--- config.mk ---
export PLATFORM = sky130hd
export DESIGN_NAME = ex_operand_issue_flat
export DESIGN_NICKNAME = d
export VERILOG_FILES = /design/src/rtl/alu_pkg.sv /design/src/rtl/ex_operand_issue_if.sv /design/src/rtl/alu_decoder.sv /design/src/rtl/ex_operand_issue.sv /design/src/flat_wrapper.sv
export SDC_FILE = /design/constraint.sdc
export NUM_CORES = 1
export LEC_CHECK = 0
export ABC_CLOCK_PERIOD_IN_PS = 7000
export BUFFER_PORTS_ARGS = -buffer_cell sky130_fd_sc_hd__buf_4
export CORE_AREA = 3 3 119 121
export CTS_CLUSTER_SIZE = 16
export DETAILED_ROUTE_END_ITERATION = 10
export DIE_AREA = 0 0 122 124
export HOLD_SLACK_MARGIN = 0.12
export MAX_ROUTING_LAYER = met4
export PLACE_DENSITY = 0.72
export SYNTH_ARGS = -nofsm -noshare
export SYNTH_HDL_FRONTEND = slang
export SYNTH_HIERARCHICAL = 1
export SYNTH_SLANG_ARGS = --single-unit
--- constraint.sdc ---
create_clock -name clk -period 7 [get_ports clk]
set_input_delay 1.05 -clock clk [delete_from_list [all_inputs] [get_ports clk]]
set_output_delay 1.05 -clock clk [all_outputs]
set_load 0.1 [all_outputs]
--- src/rtl/alu_pkg.sv ---
// ALU control codes, ALU-op encoding and default widths shared by the EX operand-issue slice.
package alu_pkg;

  localparam int XLEN_DEF   = 32;
  localparam int REG_AW_DEF = 5;

  typedef enum logic [2:0] {
    ALU_ADD = 3'b000,
    ALU_SUB = 3'b001,
    ALU_AND = 3'b010,
    ALU_OR  = 3'b011,
    ALU_SLT = 3'b101,
    ALU_NOP = 3'b111
  } alu_ctrl_t;

  typedef enum logic [1:0] {
    OP_ADD   = 2'b00,
    OP_SUB   = 2'b01,
    OP_FUNCT = 2'b10,
    OP_RSVD  = 2'b11
  } alu_op_t;

endpackage

--- src/rtl/ex_operand_issue_if.sv ---
// Decode-side, forward-source and EX-side signal bundle for ex_operand_issue.
interface ex_operand_issue_if #(
  parameter int XLEN   = 32,
  parameter int REG_AW = 5
);
  logic              stall;
  logic              flush;
  logic              d_valid;
  logic [XLEN-1:0]   d_rd1;
  logic [XLEN-1:0]   d_rd2;
  logic [XLEN-1:0]   d_imm_ext;
  logic [REG_AW-1:0] d_rs1;
  logic [REG_AW-1:0] d_rs2;
  logic [REG_AW-1:0] d_rd;
  logic              d_reg_write;
  logic              d_alu_src_b;
  logic [1:0]        d_alu_op;
  logic [2:0]        d_funct3;
  logic              d_funct7b5;
  logic              d_op5;
  logic [REG_AW-1:0] m_rd;
  logic              m_reg_write;
  logic [XLEN-1:0]   m_result;
  logic [REG_AW-1:0] w_rd;
  logic              w_reg_write;
  logic [XLEN-1:0]   w_result;
  logic [XLEN-1:0]   src_a;
  logic [XLEN-1:0]   src_b;
  logic [2:0]        alu_control;
  logic              e_valid;
  logic [REG_AW-1:0] e_rd;
  logic              e_reg_write;
  logic [XLEN-1:0]   e_write_data;
  logic              e_illegal;

  modport master (
    output stall, flush, d_valid, d_rd1, d_rd2, d_imm_ext, d_rs1, d_rs2, d_rd,
           d_reg_write, d_alu_src_b, d_alu_op, d_funct3, d_funct7b5, d_op5,
           m_rd, m_reg_write, m_result, w_rd, w_reg_write, w_result,
    input  src_a, src_b, alu_control, e_valid, e_rd, e_reg_write, e_write_data, e_illegal
  );

  modport slave (
    input  stall, flush, d_valid, d_rd1, d_rd2, d_imm_ext, d_rs1, d_rs2, d_rd,
           d_reg_write, d_alu_src_b, d_alu_op, d_funct3, d_funct7b5, d_op5,
           m_rd, m_reg_write, m_result, w_rd, w_reg_write, w_result,
    output src_a, src_b, alu_control, e_valid, e_rd, e_reg_write, e_write_data, e_illegal
  );
endinterface

--- src/rtl/alu_decoder.sv ---
// Combinational ALU-op/funct decode to ALU control code plus illegal-encoding flag.
module alu_decoder
  import alu_pkg::*;
(
  input  alu_op_t    alu_op,
  input  logic [2:0] funct3,
  input  logic       funct7b5,
  input  logic       op5,
  output alu_ctrl_t  alu_control,
  output logic       illegal
);

  always_comb begin
    alu_control = ALU_NOP;
    illegal     = 1'b0;
    case (alu_op)
      OP_ADD: alu_control = ALU_ADD;
      OP_SUB: alu_control = ALU_SUB;
      OP_FUNCT: begin
        case (funct3)
          3'b000:  alu_control = (op5 && funct7b5) ? ALU_SUB : ALU_ADD;
          3'b010:  alu_control = ALU_SLT;
          3'b110:  alu_control = ALU_OR;
          3'b111:  alu_control = ALU_AND;
          default: illegal     = 1'b1;
        endcase
      end
      default: illegal = 1'b1;
    endcase
  end

endmodule

--- src/rtl/ex_operand_issue.sv ---
// ID/EX register and ALU operand producer with optional MEM/WB forwarding.
// Build with OPERAND_FWD_EN defined to enable forwarding; otherwise operands come from read data.
module ex_operand_issue
  import alu_pkg::*;
#(
  parameter int XLEN   = XLEN_DEF,
  parameter int REG_AW = REG_AW_DEF
) (
  input  logic                clk,
  input  logic                reset,
  ex_operand_issue_if.slave   io
);

  typedef struct packed {
    logic              valid;
    logic              reg_write;
    logic [REG_AW-1:0] rd;
    logic [REG_AW-1:0] rs1;
    logic [REG_AW-1:0] rs2;
    logic [XLEN-1:0]   rd1;
    logic [XLEN-1:0]   rd2;
    logic [XLEN-1:0]   imm;
    logic              alu_src_b;
    alu_ctrl_t         ctrl;
    logic              illegal;
  } ex_reg_t;

  ex_reg_t         r;
  alu_ctrl_t       dec_ctrl;
  logic            dec_illegal;
  logic [XLEN-1:0] fwd_a;
  logic [XLEN-1:0] fwd_b;

  alu_decoder u_dec (
    .alu_op      (alu_op_t'(io.d_alu_op)),
    .funct3      (io.d_funct3),
    .funct7b5    (io.d_funct7b5),
    .op5         (io.d_op5),
    .alu_control (dec_ctrl),
    .illegal     (dec_illegal)
  );

  // Bubbles (flush or an invalid decode slot) only clear control; data fields are don't-care.
  always_ff @(posedge clk or posedge reset) begin
    if (reset) begin
      r.valid     <= 1'b0;
      r.reg_write <= 1'b0;
      r.rd        <= '0;
      r.rs1       <= '0;
      r.rs2       <= '0;
      r.rd1       <= '0;
      r.rd2       <= '0;
      r.imm       <= '0;
      r.alu_src_b <= 1'b0;
      r.ctrl      <= ALU_NOP;
      r.illegal   <= 1'b0;
    end else if (io.flush || (!io.stall && !io.d_valid)) begin
      r.valid     <= 1'b0;
      r.reg_write <= 1'b0;
      r.ctrl      <= ALU_NOP;
      r.illegal   <= 1'b0;
    end else if (!io.stall) begin
      r.valid     <= 1'b1;
      r.reg_write <= io.d_reg_write;
      r.rd        <= io.d_rd;
      r.rs1       <= io.d_rs1;
      r.rs2       <= io.d_rs2;
      r.rd1       <= io.d_rd1;
      r.rd2       <= io.d_rd2;
      r.imm       <= io.d_imm_ext;
      r.alu_src_b <= io.d_alu_src_b;
      r.ctrl      <= dec_ctrl;
      r.illegal   <= dec_illegal;
    end
  end

`ifdef OPERAND_FWD_EN
  // MEM is the younger producer, so it wins a double match; x0 is hardwired and never forwarded.
  always_comb begin
    fwd_a = r.rd1;
    if (io.m_reg_write && (io.m_rd == r.rs1) && (r.rs1 != '0))
      fwd_a = io.m_result;
    else if (io.w_reg_write && (io.w_rd == r.rs1) && (r.rs1 != '0))
      fwd_a = io.w_result;
  end

  always_comb begin
    fwd_b = r.rd2;
    if (io.m_reg_write && (io.m_rd == r.rs2) && (r.rs2 != '0))
      fwd_b = io.m_result;
    else if (io.w_reg_write && (io.w_rd == r.rs2) && (r.rs2 != '0))
      fwd_b = io.w_result;
  end
`else
  logic unused_fwd;
  assign fwd_a      = r.rd1;
  assign fwd_b      = r.rd2;
  assign unused_fwd = ^{io.m_rd, io.m_reg_write, io.m_result,
                        io.w_rd, io.w_reg_write, io.w_result, r.rs1, r.rs2};
`endif

  assign io.src_a        = fwd_a;
  assign io.src_b        = r.alu_src_b ? r.imm : fwd_b;
  assign io.e_write_data = fwd_b;
  assign io.alu_control  = r.ctrl;
  assign io.e_valid      = r.valid;
  assign io.e_rd         = r.rd;
  assign io.e_reg_write  = r.reg_write & r.valid;
  assign io.e_illegal    = r.illegal;

endmodule

--- src/flat_wrapper.sv ---
// flat-port wrapper written by rule: the top's interface ports become plain ports
module ex_operand_issue_flat import alu_pkg::*;
#(
  parameter int XLEN   = XLEN_DEF,
  parameter int REG_AW = REG_AW_DEF
)
  (clk, reset, io_stall, io_flush, io_d_valid, io_d_rd1, io_d_rd2, io_d_imm_ext, io_d_rs1, io_d_rs2, io_d_rd, io_d_reg_write, io_d_alu_src_b, io_d_alu_op, io_d_funct3, io_d_funct7b5, io_d_op5, io_m_rd, io_m_reg_write, io_m_result, io_w_rd, io_w_reg_write, io_w_result, io_src_a, io_src_b, io_alu_control, io_e_valid, io_e_rd, io_e_reg_write, io_e_write_data, io_e_illegal);
  ex_operand_issue_if #(.XLEN(XLEN), .REG_AW(REG_AW)) io_i ();
  input  logic clk;
  input  logic reset;
  input wire logic [$bits(io_i.stall)-1:0] io_stall;
  input wire logic [$bits(io_i.flush)-1:0] io_flush;
  input wire logic [$bits(io_i.d_valid)-1:0] io_d_valid;
  input wire logic [$bits(io_i.d_rd1)-1:0] io_d_rd1;
  input wire logic [$bits(io_i.d_rd2)-1:0] io_d_rd2;
  input wire logic [$bits(io_i.d_imm_ext)-1:0] io_d_imm_ext;
  input wire logic [$bits(io_i.d_rs1)-1:0] io_d_rs1;
  input wire logic [$bits(io_i.d_rs2)-1:0] io_d_rs2;
  input wire logic [$bits(io_i.d_rd)-1:0] io_d_rd;
  input wire logic [$bits(io_i.d_reg_write)-1:0] io_d_reg_write;
  input wire logic [$bits(io_i.d_alu_src_b)-1:0] io_d_alu_src_b;
  input wire logic [$bits(io_i.d_alu_op)-1:0] io_d_alu_op;
  input wire logic [$bits(io_i.d_funct3)-1:0] io_d_funct3;
  input wire logic [$bits(io_i.d_funct7b5)-1:0] io_d_funct7b5;
  input wire logic [$bits(io_i.d_op5)-1:0] io_d_op5;
  input wire logic [$bits(io_i.m_rd)-1:0] io_m_rd;
  input wire logic [$bits(io_i.m_reg_write)-1:0] io_m_reg_write;
  input wire logic [$bits(io_i.m_result)-1:0] io_m_result;
  input wire logic [$bits(io_i.w_rd)-1:0] io_w_rd;
  input wire logic [$bits(io_i.w_reg_write)-1:0] io_w_reg_write;
  input wire logic [$bits(io_i.w_result)-1:0] io_w_result;
  output wire logic [$bits(io_i.src_a)-1:0] io_src_a;
  output wire logic [$bits(io_i.src_b)-1:0] io_src_b;
  output wire logic [$bits(io_i.alu_control)-1:0] io_alu_control;
  output wire logic [$bits(io_i.e_valid)-1:0] io_e_valid;
  output wire logic [$bits(io_i.e_rd)-1:0] io_e_rd;
  output wire logic [$bits(io_i.e_reg_write)-1:0] io_e_reg_write;
  output wire logic [$bits(io_i.e_write_data)-1:0] io_e_write_data;
  output wire logic [$bits(io_i.e_illegal)-1:0] io_e_illegal;
  assign io_i.stall = io_stall;
  assign io_i.flush = io_flush;
  assign io_i.d_valid = io_d_valid;
  assign io_i.d_rd1 = io_d_rd1;
  assign io_i.d_rd2 = io_d_rd2;
  assign io_i.d_imm_ext = io_d_imm_ext;
  assign io_i.d_rs1 = io_d_rs1;
  assign io_i.d_rs2 = io_d_rs2;
  assign io_i.d_rd = io_d_rd;
  assign io_i.d_reg_write = io_d_reg_write;
  assign io_i.d_alu_src_b = io_d_alu_src_b;
  assign io_i.d_alu_op = io_d_alu_op;
  assign io_i.d_funct3 = io_d_funct3;
  assign io_i.d_funct7b5 = io_d_funct7b5;
  assign io_i.d_op5 = io_d_op5;
  assign io_i.m_rd = io_m_rd;
  assign io_i.m_reg_write = io_m_reg_write;
  assign io_i.m_result = io_m_result;
  assign io_i.w_rd = io_w_rd;
  assign io_i.w_reg_write = io_w_reg_write;
  assign io_i.w_result = io_w_result;
  assign io_src_a = io_i.src_a;
  assign io_src_b = io_i.src_b;
  assign io_alu_control = io_i.alu_control;
  assign io_e_valid = io_i.e_valid;
  assign io_e_rd = io_i.e_rd;
  assign io_e_reg_write = io_i.e_reg_write;
  assign io_e_write_data = io_i.e_write_data;
  assign io_e_illegal = io_i.e_illegal;
  ex_operand_issue #(.XLEN(XLEN), .REG_AW(REG_AW)) u_core (.clk(clk), .reset(reset), .io(io_i));
endmodule
### Yosys cells after proc, flatten, opt, wreduce, memory -nomap -nowiden

Index checks and enable logic that the tools add are counted.

* input port bits: 201
* output and inout port bits: 107
* word-level logic and storage cells: 39
* register bits: 118

* bitwise operators: 3
* equality and inequality tests: 6
* mux-type cells: 9
* reduce and logical (&&, ||, !) cells: 10

Operators with widths (number)
* $mux 118: 1
* $mux 32: 1
* $pmux 3 s4: 1
* $pmux 3 s3: 1
* $eq 3x3->1 const B: 2
* $mux 4: 1
* $reduce_or 4->1: 1
* $eq 3x2->1 const B: 1
* $logic_not 3->1: 1
* $eq 2x1->1 const B: 1
* $eq 2x2->1 const B: 1
* $logic_and 1x1->1: 2
* $logic_not 1->1: 2
* $logic_not 2->1: 1
* $mux 1: 2
* $mux 2: 1
* $ne 2x1->1 const B: 1
* $not 1->1: 2
* $pmux 1 s2: 1
* $reduce_and 2->1: 1
* $reduce_or 2->1: 1
* $and 1x1->1: 1
* $logic_or 1x1->1: 1

### Logic depth before layout (Yosys ltp)

* word-level depth: 6
* gate-level depth with buffers: 5
* gate-level depth less buffers: 5

### Hierarchy

The synthesis kept the hierarchy.

By module, submodules not included
* ex_operand_issue: seq. area each 2706.3 um2, cells an instance 350, area an instance 5052.3 um2, times used 1
* alu_decoder: seq. area each 0.0 um2, cells an instance 11, area an instance 70.1 um2, times used 1

### Worst setup path before layout

Ideal clock, no wire load.

* path kind: reg2out
* start: reg u_core.r, in the netlist u_core/io.e_valid
* end: out io_e_reg_write
* data arrival time: 1.781 ns
* required time: 5.950 ns
* path buffers: 0
* stages on the path, launching flop included: 2
* path slack: 4.169 ns
* path through: dfrtp_1 > and2_1

* cells in the longest elaborated chain, start to end: 1

Ends and longest elaborated chain
* from (decl): line ex_operand_issue.sv:28 `ex_reg_t r;`
* $and 1x1->1: line ex_operand_issue.sv:108 `assign io.e_reg_write = r.reg_write & r.valid;`
* to (decl): line flat_wrapper.sv:37 `output wire logic [$bits(io_i.e_reg_write)-1:0] io_e_reg_write;`

Every way passes these cells.

### Final worst setup path

* start: reg u_core/r[4] (netlist bit)
* end: out io_src_b[29]

* cells in the longest elaborated chain, start to end: 1

Ends and longest elaborated chain
* $mux 32: line ex_operand_issue.sv:103 `assign io.src_b = r.alu_src_b ? r.imm : fwd_b;`
* to (decl): line flat_wrapper.sv:33 `output wire logic [$bits(io_i.src_b)-1:0] io_src_b;`

Every way passes these cells.

==> reports/metrics.yaml <==
syn-mean-instance-area_um2: 14.2
start_util_pct: 38.8
grt_util_all_layers_pct: 14.4
ys_seq_area_share_pct: 52.8
maxCapViolCount: 0
diodes: 0
start_kind: "flip-flop"
timing_worst_setup_path_type: "reg -> out"
route.detailed.drc: 0
cp_top_family: "flip-flops"
ctsHoldBuffers: 0
numCtsBuffers: 9
nets: 709
grt_start_max_net_pins: 58
path_cells: "mux2_2 > buf_4"
ys_ff_latch: 108
worstPathMaxFanout: 33
drive_above_1_share_pct: 58.6
required_ns: 5.95
first_global_vias: 3368
clk_path_buf_depth: 2
drt_wl_total_mm: 11.0
dieArea_mm2: 0.0151
critPathBufInv: 1
post_cts_resized: 0
post-route-period-util_pct: 42.8
reg2reg_slack_ns: 5.74
synth-adder-area-share_pct: 0
clk_pin_slew_ns: 0.07
layout_commonest_cell: "buf_4"
drt_pass1_iterations: 4
endpoint_kind: "output pin"
core_mm2: 0.0132
antenna_found_initial: 0
rsz0062_at_grt: "no"
grt_remaining_overflow: 0
numPortBuffers: 221
area_delta_synth_final_pct: 28.8
muxShareOfSynthArea_pct: 29.7
synth_cells: 361
wl_per_cell_um: 15.9
insertion_delay_ns: 0.33
max_slew.worst_pin.slew_ns: 0.851
slew_violations: 0
synth_area_mm2: 0.00512
viasPerCell: 4.64
seq_area_mm2: 0.00271
die_y_um: 124
drt_first_iter_violations: 107
arrival_ns: 1.95
synth_nets: 562
status: "complete, no violations"
hpwl_mm: 8.21
multi_input_comb_area_mm2: 0.00171
io_pins: 308
synthXorXnorAreaFrac_pct: 0
synth_compound_area_share_pct: 1.49
postCtsSetupBuffers: 0
critPathMaxStageDelay_ns: 0.92
power_w: 0.00273
die_x_um: 122
rows: 42
synth_top_family_by_area: "multiplexers"
gp_congestion: 0.813
grt_pass1_wl_mm: 16.6
ys_types: 25
cts_root_buffer: "clkbuf_16"
cp_slowest_cell: "dfrtp_2"
setup_viol: 0
skew_ns: 0
cts_max_level: 3
fmax_mhz: 333
synthSimpleGateAreaFrac_pct: 2.20
most-common-layout-cells: "224 x buf_4, 104 x dfrtp_1, 80 x mux2_1"
clock-sinks: 108
slew_headroom_pct: 43.3
placed_area_mm2: 0.00633
irDropWorstVdd_v: 0.000215
final.setup.tns_ns: 0
yosys_warnings: 6
hold_class: "reg -> reg"
powerDensity_mw_per_mm2: 414
finalHoldViolCount: 0
cts_tree: "built"
via_count: 3192
leakagePower_nw: 3.10
final_area_mm2: 0.00660
ant_nets: 0
finalCriticalPeriod_ns: 3.00
fill_cells: 1172
## routing by layer
metal  GRT usage [%]  vias to the layer above  routed length, um
met3            3.00                       12                882
met1            17.4                     1573               4480
met5               -                        -                  0
li1                -                     1464                  -
met4            5.67                        0                166
met2            23.7                      143               5430
## state kept, by name, summed over array words and instances (netlist names)
register and count:
u_core/io.alu_control 3, u_core/io.e_illegal 1, u_core/io.e_rd 5, u_core/io.e_valid 1
u_core/io.e_write_data 32, u_core/io.src_a 32, u_core/r 34
## final timing paths
path	start	to	cells past startpoint
setup / recovery	u_core/r[4]	io_src_b[29]	2
hold / removal	u_core/io.src_a[3]	u_core/io.src_a[3]	1
setup reg to reg	u_core/r[4]	u_core/r[4]	1
hold reg to reg	u_core/io.src_a[3]	u_core/io.src_a[3]	1
max in group asynchronous	reset	u_core/r[4]	3
min in group asynchronous	reset	u_core/r[23]	2
## cell type report
class                   count  area share [%]
inverters                   1          0.0948
clock inverters             4           0.398
multi-input cells         164            26.0
clock buffers              11            3.68
flip-flops and latches    108            41.0
repair buffers            224            25.5
well taps                 176            3.34
## cells in the mapped netlist
cell	count	share of area, %
dfstp_2	3	1.5
a21oi_1	4	0.39
mux2i_1	1	0.20
and2_1	1	0.12
nor2b_1	3	0.37
buf_6	1	0.22
buf_4	72	11
nand3_1	1	0.098
nand3b_1	2	0.29
a31o_1	1	0.17
buf_8	8	2.3
nor2_1	2	0.15
dfrtp_1	105	51
o31a_2	1	0.20
nor3b_1	3	0.44
nor3_2	1	0.20
inv_1	1	0.073
nor3b_2	1	0.24
buf_2	5	0.49
nand2_1	4	0.29
clkbuf_1	2	0.15
o21bai_1	3	0.44
mux2_2	54	12
o21a_1	2	0.29
mux2_1	80	18
## power by group
group | switching, W | internal, W
Combinational | 0.00112 | 0.000323
Clock | 0.000221 | 0.000249
Sequential | 0.0000805 | 0.000738
Total | 0.00142 | 0.00131
## through the flow
step                      hold slack, ns  instances  setup slack [ns]  util, %
after floorplan                    0.452        361              3.11        -
after CTS                          0.492        688              3.95     50.0
final                              0.486        688              4.00     50.0
after detailed placement           0.476        673              4.34     48.0
after global placement             0.462        673              4.34     48.0
after global routing               0.508        688              3.93     50.0
## cells by family after synthesis
| group | Yosys count |
|---|---|
| DFF | 108 |
| and+or+nand+nor | 18 |
| buffers and inverters | 89 |
| AOI/OAI and AO/OA | 11 |
| muxes | 135 |
Note: power is estimated with default switching activity, not from simulation.
